[src/rtl/frame_pkg.sv]
// Shared frame-format constants, FSM encoding and round-robin helper.
package frame_pkg;

    // Footer marker lives in the top byte of a 64-bit frame word.
    localparam logic [7:0]  FOOTER_MARKER_DEF = 8'h55;
    localparam int unsigned MARKER_MSB        = 63;
    localparam int unsigned MARKER_LSB        = 56;
    // Header fields carried by the frame generator (channel id and frame tag).
    localparam int unsigned HDR_CH_MSB        = 55;
    localparam int unsigned HDR_CH_LSB        = 48;
    localparam int unsigned HDR_TAG_MSB       = 47;
    localparam int unsigned HDR_TAG_LSB       = 32;

    // Arbiter helper works on the largest supported channel count.
    localparam int unsigned RR_MAX_CH = 16;
    localparam int unsigned RR_ID_W   = 4;

    typedef logic [1:0] fsm_state_t;
    localparam fsm_state_t ST_IDLE = 2'd0;
    localparam fsm_state_t ST_PASS = 2'd1;
    localparam fsm_state_t ST_DROP = 2'd2;

    // First requester strictly after last, wrapping; unused request bits must be zero,
    // which makes wrapping modulo 16 equivalent to wrapping modulo the real channel count.
    function automatic logic [RR_ID_W-1:0] next_rr_grant(input logic [RR_MAX_CH-1:0] req,
                                                         input logic [RR_ID_W-1:0]   last);
        logic [RR_ID_W-1:0] idx;
        logic               found;
        next_rr_grant = last;
        found         = 1'b0;
        for (int i = 1; i <= int'(RR_MAX_CH); i++) begin
            idx = last + RR_ID_W'(i);
            if (!found && req[idx]) begin
                next_rr_grant = idx;
                found         = 1'b1;
            end
        end
    endfunction

endpackage

[src/rtl/axis_skid_buffer.sv]
// Two-entry AXI-Stream register slice: registered upstream ready, registered master outputs.
module axis_skid_buffer #(
    parameter int unsigned WIDTH = 68
) (
    input  logic             clk,
    input  logic             rst,
    input  logic [WIDTH-1:0] in_data,
    input  logic             in_valid,
    output logic             in_ready,
    output logic [WIDTH-1:0] out_data,
    output logic             out_valid,
    input  logic             out_ready
);

    logic [WIDTH-1:0] skid_data;
    logic             skid_valid;
    logic [WIDTH-1:0] out_data_d;
    logic             out_valid_d;
    logic [WIDTH-1:0] skid_data_d;
    logic             skid_valid_d;
    logic             push;
    logic             pop;

    assign push = in_valid & in_ready;
    assign pop  = out_valid & out_ready;

    // Next-state: refill output from skid on pop, park incoming word in skid when output is busy.
    always_comb begin
        out_data_d   = out_data;
        out_valid_d  = out_valid;
        skid_data_d  = skid_data;
        skid_valid_d = skid_valid;
        if (pop) begin
            if (skid_valid) begin
                out_data_d   = skid_data;
                skid_valid_d = 1'b0;
            end else begin
                out_valid_d = 1'b0;
            end
        end
        if (push) begin
            if (!out_valid_d) begin
                out_valid_d = 1'b1;
                out_data_d  = in_data;
            end else begin
                skid_valid_d = 1'b1;
                skid_data_d  = in_data;
            end
        end
    end

    // Slice registers; ready is registered from the next skid occupancy.
    always_ff @(posedge clk) begin
        if (rst) begin
            out_data   <= '0;
            out_valid  <= 1'b0;
            skid_data  <= '0;
            skid_valid <= 1'b0;
            in_ready   <= 1'b1;
        end else begin
            out_data   <= out_data_d;
            out_valid  <= out_valid_d;
            skid_data  <= skid_data_d;
            skid_valid <= skid_valid_d;
            in_ready   <= ~skid_valid_d;
        end
    end

endmodule

[src/rtl/frame_stream_merger.sv]
// Round-robin frame-granular merger of per-channel frame streams onto one AXI-Stream master.
module frame_stream_merger
    import frame_pkg::*;
#(
    parameter int unsigned NUM_CH          = 4,
    parameter int unsigned DOUT_WIDTH      = 64,
    parameter logic [7:0]  FOOTER_MARKER   = FOOTER_MARKER_DEF,
    parameter int unsigned MAX_FRAME_WORDS = 256,
    parameter int unsigned CH_ID_WIDTH     = $clog2(NUM_CH)
) (
    input  logic                         RD_CLK,
    input  logic                         RD_RESET,
    input  logic [NUM_CH*DOUT_WIDTH-1:0] DIN,
    input  logic [NUM_CH-1:0]            iVALID,
    output logic [NUM_CH-1:0]            oREADY,
    output logic [DOUT_WIDTH-1:0]        M_AXIS_TDATA,
    output logic                         M_AXIS_TVALID,
    input  logic                         M_AXIS_TREADY,
    output logic                         M_AXIS_TLAST,
    output logic [CH_ID_WIDTH:0]         M_AXIS_TUSER,
    output logic [NUM_CH-1:0]            OVERLEN_ERR,
    output logic [31:0]                  FRAME_CNT
);

    localparam int unsigned    CNT_W    = $clog2(MAX_FRAME_WORDS + 1);
    localparam int unsigned    SKID_W   = DOUT_WIDTH + CH_ID_WIDTH + 2;
    localparam logic [CNT_W-1:0] LAST_IDX = CNT_W'(MAX_FRAME_WORDS - 1);
    localparam logic [CNT_W-1:0] CNT_SAT  = CNT_W'(MAX_FRAME_WORDS);

    fsm_state_t             state_q, state_d;
    logic [CH_ID_WIDTH-1:0] grant_q, grant_d;
    logic [CH_ID_WIDTH-1:0] last_grant_q, last_grant_d;
    logic [CNT_W-1:0]       word_cnt_q, word_cnt_d, word_cnt_inc;
    logic [NUM_CH-1:0]      overlen_q, overlen_d;
    logic [31:0]            frame_cnt_q;

    logic [DOUT_WIDTH-1:0]  din_arr [NUM_CH];
    logic [DOUT_WIDTH-1:0]  din_sel;
    logic                   valid_sel;
    logic                   is_footer;
    logic [NUM_CH-1:0]      ready_c;
    logic                   push_c;
    logic                   tlast_c;
    logic                   trunc_c;
    logic                   skid_in_ready;
    logic [SKID_W-1:0]      skid_in_data;
    logic [SKID_W-1:0]      skid_out_data;

    // Unpack the flat channel bus.
    for (genvar k = 0; k < int'(NUM_CH); k++) begin : g_din
        assign din_arr[k] = DIN[k*DOUT_WIDTH +: DOUT_WIDTH];
    end

    assign din_sel      = din_arr[grant_q];
    assign valid_sel    = iVALID[grant_q];
    assign is_footer    = (din_sel[MARKER_MSB:MARKER_LSB] == FOOTER_MARKER);
    assign word_cnt_inc = (word_cnt_q == CNT_SAT) ? word_cnt_q : word_cnt_q + CNT_W'(1);

    // Arbitration, pass/drop control and truncation detection.
    always_comb begin
        state_d      = state_q;
        grant_d      = grant_q;
        last_grant_d = last_grant_q;
        word_cnt_d   = word_cnt_q;
        overlen_d    = overlen_q;
        ready_c      = '0;
        push_c       = 1'b0;
        tlast_c      = 1'b0;
        trunc_c      = 1'b0;
        case (state_q)
            ST_IDLE: begin
                if (|iVALID) begin
                    grant_d    = CH_ID_WIDTH'(next_rr_grant(RR_MAX_CH'(iVALID),
                                                            RR_ID_W'(last_grant_q)));
                    word_cnt_d = '0;
                    state_d    = ST_PASS;
                end
            end
            ST_PASS: begin
                ready_c[grant_q] = skid_in_ready;
                if (valid_sel && skid_in_ready) begin
                    push_c     = 1'b1;
                    word_cnt_d = word_cnt_inc;
                    if (is_footer) begin
                        tlast_c      = 1'b1;
                        last_grant_d = grant_q;
                        state_d      = ST_IDLE;
                    end else if (word_cnt_q == LAST_IDX) begin
                        tlast_c            = 1'b1;
                        trunc_c            = 1'b1;
                        overlen_d[grant_q] = 1'b1;
                        state_d            = ST_DROP;
                    end
                end
            end
            ST_DROP: begin
                // Drain the runaway frame without touching the output side.
                ready_c[grant_q] = 1'b1;
                if (valid_sel) begin
                    word_cnt_d = word_cnt_inc;
                    if (is_footer) begin
                        last_grant_d = grant_q;
                        state_d      = ST_IDLE;
                    end
                end
            end
            default: state_d = ST_IDLE;
        endcase
    end

    // Control registers; last_grant resets to the top channel so channel 0 wins first.
    always_ff @(posedge RD_CLK) begin
        if (RD_RESET) begin
            state_q      <= ST_IDLE;
            grant_q      <= '0;
            last_grant_q <= CH_ID_WIDTH'(NUM_CH - 1);
            word_cnt_q   <= '0;
            overlen_q    <= '0;
        end else begin
            state_q      <= state_d;
            grant_q      <= grant_d;
            last_grant_q <= last_grant_d;
            word_cnt_q   <= word_cnt_d;
            overlen_q    <= overlen_d;
        end
    end

    // Count frames as they leave on the master port.
    always_ff @(posedge RD_CLK) begin
        if (RD_RESET) begin
            frame_cnt_q <= '0;
        end else if (M_AXIS_TVALID && M_AXIS_TREADY && M_AXIS_TLAST) begin
            frame_cnt_q <= frame_cnt_q + 32'd1;
        end
    end

    assign skid_in_data = {din_sel, tlast_c, trunc_c, grant_q};

    axis_skid_buffer #(
        .WIDTH (SKID_W)
    ) u_skid (
        .clk       (RD_CLK),
        .rst       (RD_RESET),
        .in_data   (skid_in_data),
        .in_valid  (push_c),
        .in_ready  (skid_in_ready),
        .out_data  (skid_out_data),
        .out_valid (M_AXIS_TVALID),
        .out_ready (M_AXIS_TREADY)
    );

    assign {M_AXIS_TDATA, M_AXIS_TLAST, M_AXIS_TUSER} = skid_out_data;
    assign oREADY      = ready_c;
    assign OVERLEN_ERR = overlen_q;
    assign FRAME_CNT   = frame_cnt_q;

endmodule
[config.mk]
export PLATFORM = sky130hd
export DESIGN_NAME = frame_stream_merger
export DESIGN_NICKNAME = d
export VERILOG_FILES = /design/src/rtl/frame_pkg.sv /design/src/rtl/axis_skid_buffer.sv /design/src/rtl/frame_stream_merger.sv
export SDC_FILE = /design/constraint.sdc
export NUM_CORES = 1
export LEC_CHECK = 0
export ABC_CLOCK_PERIOD_IN_PS = 4550
export BUFFER_PORTS_ARGS = -buffer_cell sky130_fd_sc_hd__buf_2
export CORE_ASPECT_RATIO = 1.1
export CORE_UTILIZATION = 39
export CTS_BUF_LIST = sky130_fd_sc_hd__clkbuf_4 sky130_fd_sc_hd__clkbuf_8 sky130_fd_sc_hd__clkbuf_16
export DETAILED_ROUTE_END_ITERATION = 10
export GPL_TIMING_DRIVEN = 0
export PLACE_DENSITY = 0.66
export SLEW_MARGIN = 10
export SYNTH_ARGS = -nofsm -noshare
export SYNTH_HDL_FRONTEND = slang
export SYNTH_SLANG_ARGS = --single-unit
export TNS_END_PERCENT = 50
[constraint.sdc]
create_clock -name RD_CLK -period 4.55 [get_ports RD_CLK]
set_clock_uncertainty 0.05 [all_clocks]
set_input_delay 0.91 -clock RD_CLK [delete_from_list [all_inputs] [get_ports RD_CLK]]
set_output_delay 0.91 -clock RD_CLK [all_outputs]
set_load 0.005 [all_outputs]
Word level (Yosys, flattened, before mapping)

Index checks and enable logic that the tools add are counted.

Bits in registers: 190
Input port bits: 263
Output and inout port bits: 109
Word-level logic and storage cells: 244

Add/sub/neg operators: 17
Order comparisons: 19
Equality and inequality tests: 10
Multiplexer cells: 136
Bitwise gates (word level): 7
Reductions and logical operators: 44

Operators with widths:

| kind                  | count |
|---|---|
| $mux 68               | 4 |
| $bmux 64 s2           | 1 |
| $mux 64               | 2 |
| $mux 1                | 78 |
| $bmux 1 s4            | 15 |
| $lt 4x5->1 const B    | 12 |
| $mux 2                | 25 |
| $mux 9                | 4 |
| $add 32x1->32 const B | 1 |
| $pmux 9 s3            | 1 |
| $logic_and 1x1->1     | 19 |
| $add 2x3->4 const B   | 4 |
| $add 2x4->4 const B   | 4 |
| $logic_not 1->1       | 15 |
| $lt 3x5->1 const B    | 3 |
| $add 9x1->9 const B   | 1 |
| $eq 9x8->1 const B    | 1 |
| $eq 9x9->1 const B    | 1 |
| $add 3x3->4 const B   | 2 |
| $eq 8x7->1 const B    | 1 |
| $ne 2x2->1 const B    | 4 |
| $pmux 4 s2            | 1 |
| $reduce_and 4->1      | 2 |
| $add 2x2->3 const B   | 2 |
| 26 further kinds      | 30 |

Depth between registers and ports, before layout

Gate-level depths: netlist of the first run.

Word-level depth: 79
Gate-level depth with buffers: 9
Gate-level depth less buffers: 9

Hierarchy

From an unflattened synthesis of the first run, not the netlist that was laid out.

Cell total of the unflattened synthesis: 1180
Area total of the unflattened synthesis: 10928.0 um^2

Modules (own cells, without submodules):

| module              | times used | cells an instance | area an instance (um^2) | seq. area each (um^2) |
|---|---|---|---|---|
| axis_skid_buffer    | 1          | 735               | 6358.6                  | 2782.7 |
| frame_stream_merger | 1          | 445               | 4569.4                  | 1021.0 |

Least setup slack after synthesis of the first run

OpenSTA, ideal clock, no wires.

Kind: input-to-reg
From: in iVALID[3]
To: reg u_skid.out_data[28]
Arrival: 2.459 ns
Required time: 4.366 ns
Setup slack: 1.907 ns
Stages: 8
Path through: clkbuf_1 mux4_2 and2_1 buf_2 nand2_2 buf_2 buf_2 a211oi_1

Longest elaborated chain between the ends: 7

RTL lines:

| what                         | RTL line                  | RTL |
|---|---|---|
| from (decl)                  | frame_stream_merger.sv:14 | `input logic [NUM_CH-1:0] iVALID,` |
| $bmux 1 s2                   | frame_stream_merger.sv:55 | `assign valid_sel = iVALID[grant_q];` |
| $mux 1 (implied by the code) | frame_stream_merger.sv:55 |  |
| $logic_and 1x1->1            | frame_stream_merger.sv:81 | `if (valid_sel && skid_in_ready) begin` |
| $mux 1                       | frame_stream_merger.sv:81 |  |
| $mux 1                       | frame_stream_merger.sv:70 | `case (state_q)` |
| $and 1x1->1                  | axis_skid_buffer.sv:24    | `assign push = in_valid & in_ready;` |
| $mux 68                      | axis_skid_buffer.sv:41    | `if (push) begin` |
| to (signal assigned)         | axis_skid_buffer.sv:61    | `out_data <= out_data_d;` |
| to (decl)                    | axis_skid_buffer.sv:10    | `output logic [WIDTH-1:0] out_data,` |

Every way passes these cells. The select of a mux whose other input is x is not followed.
A chain may end at the register's enable or synchronous reset.

Worst setup path after layout of the first run

From: reg grant_q[1]
To: out oREADY[3]

Longest elaborated chain between the ends: 6
Elaborated cells between the ends (all ways): 7
Those cells by class: 2 x order compare; 3 x mux; 1 x bitwise; 1 x reduce/logical

RTL lines:

| what                                                                  | RTL line                                             | RTL |
|---|---|---|
| from (decl)                                                           | frame_stream_merger.sv:31                            | `logic [CH_ID_WIDTH-1:0] grant_q, grant_d;` |
| from (signal assigned)                                                | frame_stream_merger.sv:121                           | `grant_q <= grant_d;` |
| $lt 2x3->1 (implied by the code) / $ge 2x1->1 (equally long branches) | frame_stream_merger.sv:80, frame_stream_merger.sv:98 |  |
| $logic_and 1x1->1 (implied by the code)                               | frame_stream_merger.sv:80, frame_stream_merger.sv:98 |  |
| $mux 1 (implied by the code)                                          | frame_stream_merger.sv:80, frame_stream_merger.sv:98 |  |
| $demux 1 s2 (*)                                                       | frame_stream_merger.sv:80, frame_stream_merger.sv:98 |  |
| $and 4x4->4 (no line)                                                 | --                                                   |  |
| $pmux 4 s2 (*)                                                        | frame_stream_merger.sv:70                            |  |
| to (decl)                                                             | frame_stream_merger.sv:15                            | `output logic [NUM_CH-1:0] oREADY,` |

Every way passes the cells marked *; elsewhere a longest branch is shown, timed or not.

==> impl_metrics.json, run 1 <==
{
  "grt_antenna_before_repair": 1,
  "status": "finished, final reports clean",
  "clock_sinks": 190,
  "htreeDepth": 4,
  "boundaryPins": 372,
  "timing.critical_path.mode_cell": "buf_2",
  "wl_met1_um": 14130,
  "std_cell_rows": 60,
  "grt_pass1_vias": 8942,
  "final_max_slew_viol_count": 0,
  "seq_area_um2": 3804,
  "cts_tree": "yes",
  "peakVddDrop_mv": 0.2063,
  "rsz0062_at_grt": "false",
  "dieArea_um2": 25830,
  "grt_overflow": 0,
  "grt_max_degree": 19,
  "setup_viol_count_final": 0,
  "crit_arrival_ns": 2.89,
  "crit_path_cell_trace": "buf_2, buf_1, clkbuf_1, nand2_1, nor2_1, buf_2",
  "clk_latency_ns": 0.43,
  "place.gp.congestion": 0.8510,
  "multiInputGateArea_um2": 5538,
  "synth_cell_types": 59,
  "ys_seq_elements": 190,
  "async_reset_ff_share_pct": 0,
  "startpoint_type": "flip-flop",
  "drt-pass1-iter-count": 5,
  "placed_area_um2": 12050,
  "synth_edf_count": 0,
  "numCtsBuffers": 17,
  "final_cell_area_um2": 12630,
  "drive_gt1_share_pct": 35.15,
  "p_per_area_nw_per_um2": 385.5,
  "syn_area_um2": 9824,
  "hold_class": "flip-flop to flip-flop",
  "drt_iter0_drc": 527,
  "ys.flop_type": "dfxtp_1",
  "ys_seq_area_share_pct": 38.72,
  "avgSynthCellArea_um2": 9.374,
  "finalHoldViolations": 0,
  "cts_root_buf": "clkbuf_16",
  "wire_per_inst_um": 18.38,
  "max_stage_delay_ns": 0.56,
  "fin_setup_tns_ns": 0,
  "yosysTopAreaCellShare_pct": 38.72,
  "dp_hpwl_um": 24980,
  "die_height_um": 168.5,
  "yosysMostFrequentCell": "dfxtp_1",
  "synthTopCellsByCount": "dfxtp_1 (190), nand2_1 (154), nor2_1 (119), a21oi_1 (85), mux2i_1 (76)",
  "period_share_pct": 84.55,
  "criticalPathCategory": "flip-flop to output port",
  "netlist.top_cell.by_area": "dfxtp_1",
  "maxCapViolCount": 0,
  "post_cts_buffers": 0,
  "tightestPinTransition_ns": 0.8346,
  "wirelength_um": 32350,
  "route.vias.total": 9495,
  "leakage_uw": 0.005530,
  "syn_to_final_growth_pct": 28.54,
  "synth_nets": 1320,
  "critPathMaxFanout": 10,
  "cts_max_path_buffers": 2,
  "core_um2": 24620,
  "yosys-top-cells-area": "dfxtp_1 (39%), mux4_2 (15%), mux2i_1 (7.7%)",
  "post_drt_via_cell_ratio": 5.395,
  "grt_pass1_wl_um": 49170,
  "ctsResizeCount": 0,
  "initial_core_util_pct": 39.90,
  "path_clk_slew_ns": 0.07,
  "relSlewSlack_pct": 44.36,
  "wl_met2_um": 15990,
  "drtAntennaViolNets": 0,
  "fp.dieW_um": 153.3,
  "finalNetCount": 1707,
  "cts_hold_buf": 0,
  "nFillCells": 2366,
  "period_needed_ns": 3.847,
  "crit_required_ns": 3.59,
  "clock.fmax_mhz": 259.9,
  "met3_length_um": 1640,
  "track_usage_pct": 24.39,
  "drc": 0,
  "top_layer": "met4",
  "synthCells": 1048,
  "portBuffers": 368,
  "yosys_warnings": 0,
  "critPathCaptureType": "output port",
  "slowest_stage": "buf_1"
}
==> cells in the final DEF, fill, tap and decap left out, types with 4 or more instances in the layout <==
cell type / count
ha_1: 9
mux4_2: 67
nand2_1: 154
and4_1: 4
nand4_1: 7
o31ai_1: 6
inv_8: 5
nand3_1: 17
nor4b_1: 5
or4_1: 5
xnor2_1: 21
mux2i_1: 76
o21ai_0: 17
nor3b_1: 5
a21oi_1: 85
xor2_1: 6
buf_2: 400
clkbuf_16: 17
and3_1: 6
nor3_1: 13
nor4_1: 7
clkinv_4: 4
clkbuf_1: 48
or3_1: 7
dfxtp_1: 190
a211oi_1: 68
inv_1: 24
nor2_1: 119
==> cell type report <==
type / count / area share, %
buffer: 87 / 3.111
inverter: 24 / 0.7134
antenna: 2 / 0.03963
tap: 310 / 3.071
timing repair buffer: 368 / 14.58
multi-input combinational: 747 / 43.85
sequential: 190 / 30.12
clock buffer: 19 / 3.537
clock inverter: 13 / 0.9710
==> registers in the layout, indices dropped and copies added, names as in the netlist <==
name               cells
FRAME_CNT             32
u_skid.skid_valid      1
state_q                2
u_skid.skid_data      68
u_skid.in_ready        1
u_skid.out_data       68
u_skid.out_valid       1
last_grant_q           2
OVERLEN_ERR            4
grant_q                2
word_cnt_q             9
==> per-stage QoR <==
step | util (%) | power [µW] | setup WS (ns) | hold slack [ns] | instances
final | 51.29 | 4868 | 0.7028 | 0.4052 | 1760
after global routing | 51.28 | 5111 | 0.5635 | 0.4230 | 1759
after CTS | 51.27 | 4901 | 0.6747 | 0.4054 | 1758
after detailed placement | 48.95 | 3451 | 1.122 | 0.3956 | 1726
after global placement | 48.95 | 3422 | 1.184 | 0.3907 | 1726
after floorplan | - | 2852 | 1.907 | 0.3857 | 1048
==> cell families (layout without fill, tap and decap cells) <==
group	after synthesis	in the layout	synth area share, %
DFF	190	190	38.72
and+or+nand+nor	365	365	16.45
xor gates and xnor gates	27	27	2.407
other	0	2	0
muxes	143	143	23.10
buffers and inverters	111	511	4.916
AOI/OAI and AO/OA	203	203	13.26
adders and majority gates	9	9	1.146
==> report_power, final <==
group / total, µW / switching (µW) / internal [µW]
sequential: 1960 / 111 / 1850
combinational: 1460 / 794 / 662
clock: 1450 / 707 / 745
total: 4870 / 1610 / 3260
==> worst max-delay path, delay by kind of cell (launching register included) <==
| family | cells | cell delay [ns] |
|---|---|---|
| buffers and inverters | 4 | 1.66 |
| flip-flops | 1 | 0.48 |
| AND/OR/NAND/NOR | 2 | 0.31 |
==> final timing paths <==
check / slack [ns] / depth (start not counted) / endpoint / startpoint
max: 0.70 / 6 / oREADY[3] / grant_q[1]
max reg2reg: 1.87 / 7 / grant_q[0] / last_grant_q[0]
min: 0.41 / 2 / u_skid.skid_data[25] / u_skid.skid_data[25]
min reg2reg: 0.41 / 2 / u_skid.skid_data[25] / u_skid.skid_data[25]
==> metal layers <==
metal	track usage (%)	up-vias
met5	0	-
met4	7.435	0
met3	3.661	44
met2	41.47	308
met1	31.98	4576
li1	-	4567
No activity file was read; power rests on OpenSTA's default activity.
==> inputs of run 2 (changes only) <==
ABC_AREA = 1   (was default)
ABC_CLOCK_PERIOD_IN_PS = 3250   (was 4550)
PLACE_DENSITY = 0.68   (was 0.66)
clock period = 3.25 ns   (was 4.55 ns; I/O delays follow)
==> run 2 against run 1 <==
Effect of this change: die area increased by 4.1%; sequential power increased by 48%; power increased by 78%; non-clock buffer count unchanged; critical path depth increased by 1; worst setup slack got worse by 0.16 ns; synthesized cell count increased by 22%; sequential share of layout area decreased by 1.3 points; via count increased by 16%; critical path type unchanged; critical endpoint is now oREADY[0]; largest power group is now combinational cells.
==> impl_metrics.json, run 2 <==
{
  "startpoint_type": "flip-flop",
  "crit_arrival_ns": 2.01,
  "post_drt_via_cell_ratio": 5.424,
  "netlist.top_cell.by_area": "dfxtp_1",
  "fin_setup_tns_ns": 0,
  "initial_core_util_pct": 40.15,
  "use_met2_pct": 50.23,
  "place.gp.congestion": 0.9230,
  "placed_area_um2": 12530,
  "crit_required_ns": 2.55,
  "wire_per_inst_um": 19.82,
  "clock_sinks": 190,
  "yosysTopAreaCellShare_pct": 37.16,
  "post-route-util_pct": 51.70,
  "criticalPathCategory": "flip-flop to output port",
  "async_reset_ff_share_pct": 0,
  "cts_hold_buf": 0,
  "clock.fmax_mhz": 369.5,
  "grt_antenna_before_repair": 13,
  "final_max_slew_viol_count": 0,
  "p_per_area_nw_per_um2": 657.3,
  "numCtsBuffers": 17,
  "wirelength_um": 40320,
  "final_cell_area_um2": 13180,
  "crit_path_cell_trace": "inv_1, ha_1, nand2_1, inv_1, o21ai_0, nor3_1, buf_2",
  "post_cts_buffers": 0,
  "cts_max_path_buffers": 2,
  "fp.dieW_um": 156.5,
  "grt_pass1_wl_um": 59280,
  "ctsResizeCount": 0,
  "use_met3_pct": 7.368,
  "setup_slack_ns": 0.5433,
  "grt_max_degree": 22,
  "finalHoldViolations": 0,
  "avgSynthCellArea_um2": 8.009,
  "layout_commonest_cell": "buf_2",
  "timing.critical_path.mode_cell": "inv_1",
  "core_um2": 25490,
  "place_ws_ns": 0.6775,
  "finalNetCount": 1940,
  "max_stage_delay_ns": 0.48,
  "std_cell_rows": 61,
  "ys.flop_type": "dfxtp_1",
  "status": "finished, final reports clean",
  "maxCapViolCount": 0,
  "critPathMaxFanout": 4,
  "synth_edf_count": 0,
  "ys_seq_elements": 190,
  "gr-usage-met1_pct": 34.37,
  "slowest_stage": "o21ai_0",
  "path_clk_slew_ns": 0.09,
  "tightestPinTransition_ns": 0.8352,
  "drive_gt1_share_pct": 36.59,
  "yosysMostFrequentCell": "nand2_1",
  "drt_iter0_drc": 736,
  "peakVddDrop_mv": 0.3580,
  "period_needed_ns": 2.707,
  "route.vias.total": 11030,
  "grt.busiest_layer": "met2",
  "drc": 0,
  "drt-pass1-iter-count": 5,
  "track_usage_pct": 29.60,
  "leakage_uw": 0.006022,
  "rsz0062_at_grt": "false",
  "final_cell_mix": "buf_2 (390), nand2_1 (213), dfxtp_1 (190), a21oi_1 (125), o21ai_1 (96)",
  "htreeDepth": 4,
  "yosys_warnings": 0,
  "cts_root_buf": "clkbuf_16",
  "critPathCaptureType": "output port",
  "period_share_pct": 83.28,
  "grt_pass1_vias": 10540,
  "cts_tree": "yes",
  "relSlewSlack_pct": 44.32,
  "nFillCells": 2611,
  "ys_seq_area_share_pct": 37.16,
  "boundaryPins": 372,
  "die_height_um": 171.9,
  "synth_nets": 1550,
  "dp_hpwl_um": 31880,
  "portBuffers": 371,
  "setup_viol_count_final": 0,
  "seq_area_um2": 3804,
  "hold_class": "flip-flop to flip-flop",
  "multiInputGateArea_um2": 5632,
  "drtAntennaViolNets": 0,
  "synth_cell_types": 48,
  "clk_latency_ns": 0.44,
  "grt_overflow": 0,
  "synthTopCellsByCount": "nand2_1 (213), dfxtp_1 (190), a21oi_1 (125), o21ai_1 (96), inv_1 (70)",
  "synthCells": 1278,
  "syn_to_final_growth_pct": 28.75,
  "dieArea_um2": 26900,
  "syn_area_um2": 10240,
  "timing.hold.ws_ns": 0.4028,
  "yosys-top-cells-area": "dfxtp_1 (37%), nand2_1 (7.8%), mux2_2 (6.7%)"
}
==> run 2: per-layer routing <==
layer  vias up  share of wire, %
li1       5287                 -
met1      5188                40
met2       472                48
met3        81               8.0
met4         4               3.9
met5         -             0.047
==> run 2: power by group <==
part	internal, µW	leakage, µW	total (µW)	switching [µW]
Clock	1130	0.000307	2220	1090
Sequential	2690	0.00154	2900	217
Combinational	1340	0.00417	3540	2200
==> run 2: kinds of logic (layout without fill, tap and decap cells) <==
family | Yosys count | in the layout | synth area share (%)
AOI/OAI and AO/OA | 434 | 434 | 27.18
and+or+nand+nor | 400 | 400 | 18.38
DFF | 190 | 190 | 37.16
buffers and inverters | 165 | 568 | 7.823
muxes | 62 | 62 | 6.808
xor gates and xnor gates | 18 | 18 | 1.540
adders and majority gates | 9 | 9 | 1.100
other | 0 | 7 | 0
==> run 2: area by class of cell <==
type	instances	area share, %
multi-input combinational	923	42.73
sequential	190	28.86
timing repair buffer	371	14.09
buffer	84	3.693
tap	346	3.285
clock buffer	17	3.228
inverter	81	2.383
clock inverter	15	1.595
antenna	7	0.1329
==> run 2: per-stage QoR <==
stage | std cells | power (µW)
6_report | 2034 | 8662
3_5_place_dp | 1995 | 6465
3_3_place_gp | 1995 | 6428
5_1_grt | 2030 | 9124
4_1_cts | 2027 | 8675
2_1_floorplan | 1278 | 5154
==> run 2: path summary, 6_finish.rpt <==
check / slack [ns] / start / cells past startpoint / to
worst max register to register: 0.85 / grant_q[0] / 10 / u_skid.skid_data[22]
worst max-delay path: 0.54 / state_q[1] / 7 / oREADY[0]
worst min-delay path: 0.40 / u_skid.skid_data[62] / 2 / u_skid.skid_data[62]
worst min register to register: 0.40 / u_skid.skid_data[62] / 2 / u_skid.skid_data[62]
==> run 2: worst max-delay path, delay by kind of cell (launching register included) <==
| family | cells | cell delay, ns |
|---|---|---|
| AOI/OAI and AO/OA | 1 | 0.48 |
| adders and majority gates | 1 | 0.21 |
| buffers and inverters | 3 | 0.32 |
| DFF | 1 | 0.36 |
| and+or+nand+nor | 2 | 0.20 |
